===== config.mk =====
export PLATFORM = sky130hd
export DESIGN_NAME = ram_port_arbiter
export DESIGN_NICKNAME = d
export VERILOG_FILES = /design/src/rtl/ram_port_arbiter_pkg.sv /design/src/rtl/ram_port_arbiter.sv
export SDC_FILE = /design/constraint.sdc
export NUM_CORES = 1
export LEC_CHECK = 0
export CAP_MARGIN = 20
export CORE_AREA = 2 2 103 105
export DETAILED_ROUTE_END_ITERATION = 8
export DIE_AREA = 0 0 105 107
export PLACE_DENSITY_LB_ADDON = 0.25
export SETUP_SLACK_MARGIN = 0.02
export SLEW_MARGIN = 20
export SYNTH_ARGS = -nofsm -noshare
export SYNTH_HDL_FRONTEND = slang
export SYNTH_SLANG_ARGS = --single-unit
export TNS_END_PERCENT = 1

===== constraint.sdc =====
create_clock -name clock -period 3.6 [get_ports clock]
set_input_delay 0.72 -clock clock [delete_from_list [all_inputs] [get_ports clock]]
set_output_delay 0.72 -clock clock [all_outputs]
set_load 0.02 [all_outputs]

===== src/rtl/ram_port_arbiter_pkg.sv =====
// ram_arb_pkg: response owner encoding and default parameters for the RAM port arbiter
package ram_arb_pkg;
  typedef enum logic [1:0] {OWN_NONE, OWN_IF, OWN_D} owner_t;
  localparam int DefDataW = 32;
  localparam int DefAddrSize = 32;
  localparam int DefMaxWait = 4;
endpackage


===== src/rtl/ram_port_arbiter.sv =====
// ram_port_arbiter: shares one RAM port between ifetch refill and data load/store with bounded ifetch starvation
module ram_port_arbiter
  import ram_arb_pkg::*;
#(
  parameter int dataW = DefDataW,
  parameter int RAMAddrSize = DefAddrSize,
  parameter int MaxWait = DefMaxWait
) (
  input  logic                   clock,
  input  logic                   reset,
  input  logic                   if_req,
  input  logic [RAMAddrSize-1:0] if_addr,
  output logic                   if_gnt,
  output logic                   if_rvalid,
  output logic [dataW-1:0]       if_rdata,
  input  logic                   d_req,
  input  logic                   d_we,
  input  logic [RAMAddrSize-1:0] d_addr,
  input  logic [dataW-1:0]       d_wdata,
  output logic                   d_gnt,
  output logic                   d_rvalid,
  output logic [dataW-1:0]       d_rdata,
  output logic [RAMAddrSize-1:0] ram_addr,
  output logic                   ram_we,
  output logic                   ram_re,
  output logic [dataW-1:0]       ram_wdata,
  input  logic [dataW-1:0]       ram_rdata
);
  // a zero-width counter is illegal, so MaxWait 0 keeps one bit that never leaves zero
  localparam int CntW = MaxWait > 0 ? $clog2(MaxWait + 1) : 1;
  localparam logic [CntW-1:0] CntMax = CntW'(MaxWait);
  logic [CntW-1:0] starveCnt;
  owner_t owner;
  // data wins conflicts until ifetch has lost MaxWait times in a row; drive the RAM from the winner
  always_comb begin
    if_gnt = if_req & (~d_req | starveCnt == CntMax);
    d_gnt = d_req & ~if_gnt;
    ram_re = if_gnt | (d_gnt & ~d_we);
    ram_we = d_gnt & d_we;
    ram_addr = if_gnt ? if_addr : d_gnt ? d_addr : '0;
    ram_wdata = d_gnt ? d_wdata : '0;
    if_rvalid = owner == OWN_IF;
    d_rvalid = owner == OWN_D;
    if_rdata = ram_rdata;
    d_rdata = ram_rdata;
  end
  // count consecutive lost conflicts while ifetch is waiting, saturating at MaxWait
  always_ff @(posedge clock or negedge reset) begin
    if (!reset) starveCnt <= '0;
    else if (!if_req || if_gnt) starveCnt <= '0;
    else if (starveCnt != CntMax) starveCnt <= starveCnt + 1'b1;
  end
  // remember who issued this cycle's read so the next cycle's response goes back to them
  always_ff @(posedge clock or negedge reset) begin
    if (!reset) owner <= OWN_NONE;
    else owner <= if_gnt ? OWN_IF : (d_gnt && !d_we) ? OWN_D : OWN_NONE;
  end
endmodule

# ---- Yosys cells after proc, flatten, opt, wreduce, memory -nomap -nowiden
# Index checks and enable logic that the tools add are counted.
dict set report totals {
  in_bits 133
  output_inout_bits 134
  register_bits 5
  wordCells 28
}
dict set report op_classes {
  n_addsub 1
  n_mux 7
  bitwise_logic 9
  reduce_logical 5
  eq_ne 4
}
# operator count
set op_table {}
lappend op_table {{32-bit 2-to-1 mux} 3}
lappend op_table {{3-bit 2-to-1 mux} 2}
lappend op_table {{1-bit AND} 4}
lappend op_table {{2-bit 2-to-1 mux} 2}
lappend op_table {{3-bit by 1-bit adder with 3-bit output (second input constant)} 1}
lappend op_table {{3-bit == test (second input constant)} 1}
lappend op_table {{3-bit != test (second input constant)} 1}
lappend op_table {{1-bit inverter} 3}
lappend op_table {{2-bit by 1-bit == test with 1-bit output (second input constant)} 1}
lappend op_table {{2-bit == test (second input constant)} 1}
lappend op_table {{1-bit logical NOT} 2}
lappend op_table {{1-bit bitwise OR} 2}
lappend op_table {{2-bit nonzero test} 1}
lappend op_table {{1-bit logical AND} 1}
lappend op_table {{1-bit logical OR} 1}

# ---- Depth between registers and ports, before layout
dict set report depth {
  depth_word 8
  mapped_depth 6
  depth_no_buf 4
}

# ---- Worst setup path after synthesis
# OpenSTA, ideal clock, no wires.
dict set report synth_path {
  path_type {input port to output port}
  startpoint {in if_req}
  endpoint {out ram_addr[10]}
  path_slack_ns 1.236
  arrival_ns 1.644
  required_time_ns 2.880
  path_buffers 3
  stages 5
  path_cell_list {buf_2 and3_1 buf_4 buf_6 o22ai_1}
}
dict set report synth_between {
  elab_chain_cells 5
}
# element line
set synth_lines {}
lappend synth_lines {{start, declared} ram_port_arbiter.sv:11} ;# input logic if_req,
lappend synth_lines {{1-bit AND (*)} ram_port_arbiter.sv:36} ;# if_gnt = if_req & (~d_req | starveCnt == CntMax);
lappend synth_lines {{1-bit inverter} ram_port_arbiter.sv:37} ;# d_gnt = d_req & ~if_gnt;
lappend synth_lines {{1-bit AND} ram_port_arbiter.sv:37}
lappend synth_lines {{32-bit 2-to-1 mux} ram_port_arbiter.sv:40} ;# ram_addr = if_gnt ? if_addr : d_gnt ? d_addr : '0;
lappend synth_lines {{32-bit 2-to-1 mux (*)} ram_port_arbiter.sv:40}
lappend synth_lines {{end, declared} ram_port_arbiter.sv:23} ;# output logic [RAMAddrSize-1:0] ram_addr,
# Mark *: on every way between the ends. The rest lies on a longest branch, timed or not.

# ---- Final worst setup path
dict set report layout_path {
  startpoint {reg starveCnt[0]}
  endpoint {out ram_addr[23]}
}
dict set report layout_between {
  elab_chain_cells 7
}
# element line
set layout_lines {}
lappend layout_lines {{start, declared} ram_port_arbiter.sv:32} ;# logic [CntW-1:0] starveCnt;
lappend layout_lines {{start signal, assigned} ram_port_arbiter.sv:51} ;# else if (starveCnt != CntMax) starveCnt <= starveCnt + 1'b1;
lappend layout_lines {{3-bit == test (*)} ram_port_arbiter.sv:36}
lappend layout_lines {{1-bit bitwise OR (*)} ram_port_arbiter.sv:36}
lappend layout_lines {{1-bit AND (*)} ram_port_arbiter.sv:36}
lappend layout_lines {{1-bit inverter} ram_port_arbiter.sv:37}
lappend layout_lines {{1-bit AND} ram_port_arbiter.sv:37}
lappend layout_lines {{32-bit 2-to-1 mux} ram_port_arbiter.sv:40}
lappend layout_lines {{32-bit 2-to-1 mux (*)} ram_port_arbiter.sv:40}
# Marked as above.

==> flow_metrics.env <==
export IMPL_rows=37
export IMPL_outcome="completed"
export IMPL_clock_path_buffers=2
export IMPL_synth_simple_area_share_pct=34.4
export IMPL_r2r_start="starveCnt[0]"
export IMPL_synth_top_family_by_area="buffers and inverters"
export IMPL_yosys_warnings=0
export IMPL_diodes=0
export IMPL_overflow=0
export IMPL_tns_ns=0
export IMPL_arrival_ns=2.50
export IMPL_detail_route_wl_per_cell_um=13.9
export IMPL_drive_above_1_share_pct=3.27
export IMPL_cts_tree="done"
export IMPL_cts_buffers=3
export IMPL_worstSetupPathType="register to output port"
export IMPL_cap_violations=0
export IMPL_syn_nets=376
export IMPL_gp_congestion=0.722
export IMPL_finClkSkew_ns=0.00182
export IMPL_avgSynthCellArea_sq_um=6.29
export IMPL_critical_path_endpoint_type="output port"
export IMPL_final_antenna_net_count=0
export IMPL_syn_area_sq_mm=0.00152
export IMPL_htree_levels=1
export IMPL_yosys_top_cells_area="buf_4 32%, nand2_1 16%, and3_1 14%, o22ai_1 14%, dfrtp_1 8.3%"
export IMPL_nets=472
export IMPL_hp_class="register to register"
export IMPL_fin_ws_ns=0.383
export IMPL_cts_sinks=5
export IMPL_cts_resized=0
export IMPL_drt_wl_total_um=6580
export IMPL_syn2layout_area_growth_pct=89.7
export IMPL_start_util_pct=15.0
export IMPL_crit_required_ns=2.88
export IMPL_post_cts_buffers=0
export IMPL_synth_compound_area_share_pct=15.2
export IMPL_dp_hpwl_um=5170
export IMPL_holdCritStartpoint="starveCnt[0]"
export IMPL_cp_startpoint="starveCnt[0]"
export IMPL_cts_root_buffer="clkbuf_8"
export IMPL_ys_ff_latch=5
export IMPL_synth_ff_type="dfrtp_1"
export IMPL_io_pins=267
export IMPL_cp_max_fo=34
export IMPL_finalSetupViolCount=0
export IMPL_die_h_um=107
export IMPL_fp_dieW_um=105
export IMPL_grt_usage_pct=10.5
export IMPL_grt_pass1_vias=1842
export IMPL_grt_pass1_wl_um=9730
export IMPL_num_vias=1902
export IMPL_drc=0
export IMPL_nFillCells=1154
export IMPL_routed_via_density=4.03
export IMPL_synth_top_area_cell="buf_4"
export IMPL_worst_slew_pin_slew_ns=0.929
export IMPL_fp_dieArea_sq_mm=0.0112
export IMPL_fp_coreArea_sq_mm=0.0101
export IMPL_leakagePower_uw=0.00120
export IMPL_insertion_delay_ns=0.22
export IMPL_hold_violations=0
export IMPL_synth_edff_count=0
export IMPL_p_per_area_mw_per_mm2=179
export IMPL_syn_inst=241
export IMPL_synth_xor_xnor_area_share_pct=0
export IMPL_rsz0062_at_grt="no"
export IMPL_whs_ns=0.466
export IMPL_ctsHoldBuffers=0
export IMPL_antenna_found_initial=0
export IMPL_synth_top_area_share_pct=32.2
export IMPL_synth_mux_area_share_pct=0
export IMPL_path_clk_slew_ns=0.03
export IMPL_yosysMostFrequentCell="nand2_1"
export IMPL_fmaxAchievable_ghz=0.311
export IMPL_drtPass1Iterations=3
export IMPL_grt_max_degree=69
export IMPL_synth_top_cells_by_count="66 x nand2_1, 65 x buf_4, 34 x and3_1"
export IMPL_slew_headroom_pct=37.9
export IMPL_period_share_pct=89.4
export IMPL_slew_viol_final=0
export IMPL_drt_iter0_drc=54
export IMPL_ir_worst_vdd_mv=0.128
export IMPL_yosysSeqAreaShare_pct=8.26
export IMPL_yosysUniqueCellTypes=21
export IMPL_ys_async_sr_fraction_pct=100
export IMPL_cp_start_kind="register"
export IMPL_dp_slack_ns=0.361
export IMPL_synth_adder_area_share_pct=1.65
export IMPL_period_needed_ns=3.22
export IMPL_numPortBuffers=170
## worst paths after layout
check	to	slack (ns)	cells after the start
min reg2reg	starveCnt[0]	0.47	1
max reg2reg	owner[0]	1.83	4
max	ram_addr[23]	0.38	5
min	starveCnt[0]	0.47	1
max in group asynchronous	starveCnt[1]	2.67	1
min in group asynchronous	owner[1]	0.73	1
## state kept, by name, summed over array words and instances (netlist names)
signal	cells
owner	2
starveCnt	3
## where the power goes
group | internal (uW) | switching [uW]
Sequential | 58.7 | 1.29
Clock | 75.9 | 26.2
Combinational | 206 | 147
## critical path: stages, from the launching register on
cell and delay, ns:
dfrtp_1 0.36, inv_1 0.05, ha_1 0.27, a21boi_4 0.76
o22ai_1 0.23, clkdlybuf4s50_1 0.58
## area by class of cell
type,instances,area [sq um],area share [%]
multi-input combinational,147,777,27.0
inverter,4,15.0,0.522
sequential,5,125,4.35
tap,136,170,5.92
clock buffer,4,45.0,1.57
timing repair buffer,176,1740,60.6
## cells in the final DEF (no fill, tap or decap)
| master | synthesis | layout |
|---|---|---|
| nor2b_1 | 2 | 2 |
| clkbuf_8 | 0 | 3 |
| a21oi_1 | 1 | 1 |
| buf_2 | 10 | 1 |
| nand3_1 | 1 | 1 |
| ha_1 | 2 | 2 |
| inv_1 | 4 | 4 |
| clkdlybuf4s50_1 | 0 | 169 |
| a21boi_4 | 1 | 1 |
| o22ai_1 | 33 | 33 |
| dfrtp_1 | 5 | 5 |
| or3b_1 | 1 | 1 |
| buf_4 | 65 | 6 |
| and4_1 | 1 | 1 |
| nor2_1 | 2 | 2 |
| and3_1 | 34 | 34 |
| clkbuf_1 | 5 | 1 |
| nand2b_1 | 1 | 1 |
| nor3b_1 | 1 | 1 |
| nor3_1 | 1 | 1 |
| nand2_1 | 66 | 66 |
## kinds of logic (layout without fill, tap and decap cells)
group           after synthesis  count (layout)
simple gates                110             110
buf+inv                      89             184
compound gates               35              35
flops                         5               5
fa+ha+maj                     2               2
## layer usage
| layer | part of all wire [%] | vias up | GRT usage, % |
|---|---|---|---|
| met5 | 0 | - | 0 |
| met4 | 3.0 | 0 | 3.81 |
| met3 | 8.5 | 36 | 3.16 |
| met2 | 53 | 75 | 20.3 |
| met1 | 35 | 855 | 10.7 |
| li1 | - | 936 | - |
## through the flow
step	instances	power [uW]	util, %	instance area [sq um]
2_1_floorplan	241	302	-	1520
3_3_place_gp	468	416	28.0	2830
3_5_place_dp	468	418	28.0	2830
4_1_cts	472	523	28.5	2870
5_1_grt	472	546	28.5	2870
6_report	472	515	28.5	2870
Power figures use the tool's default switching activity.
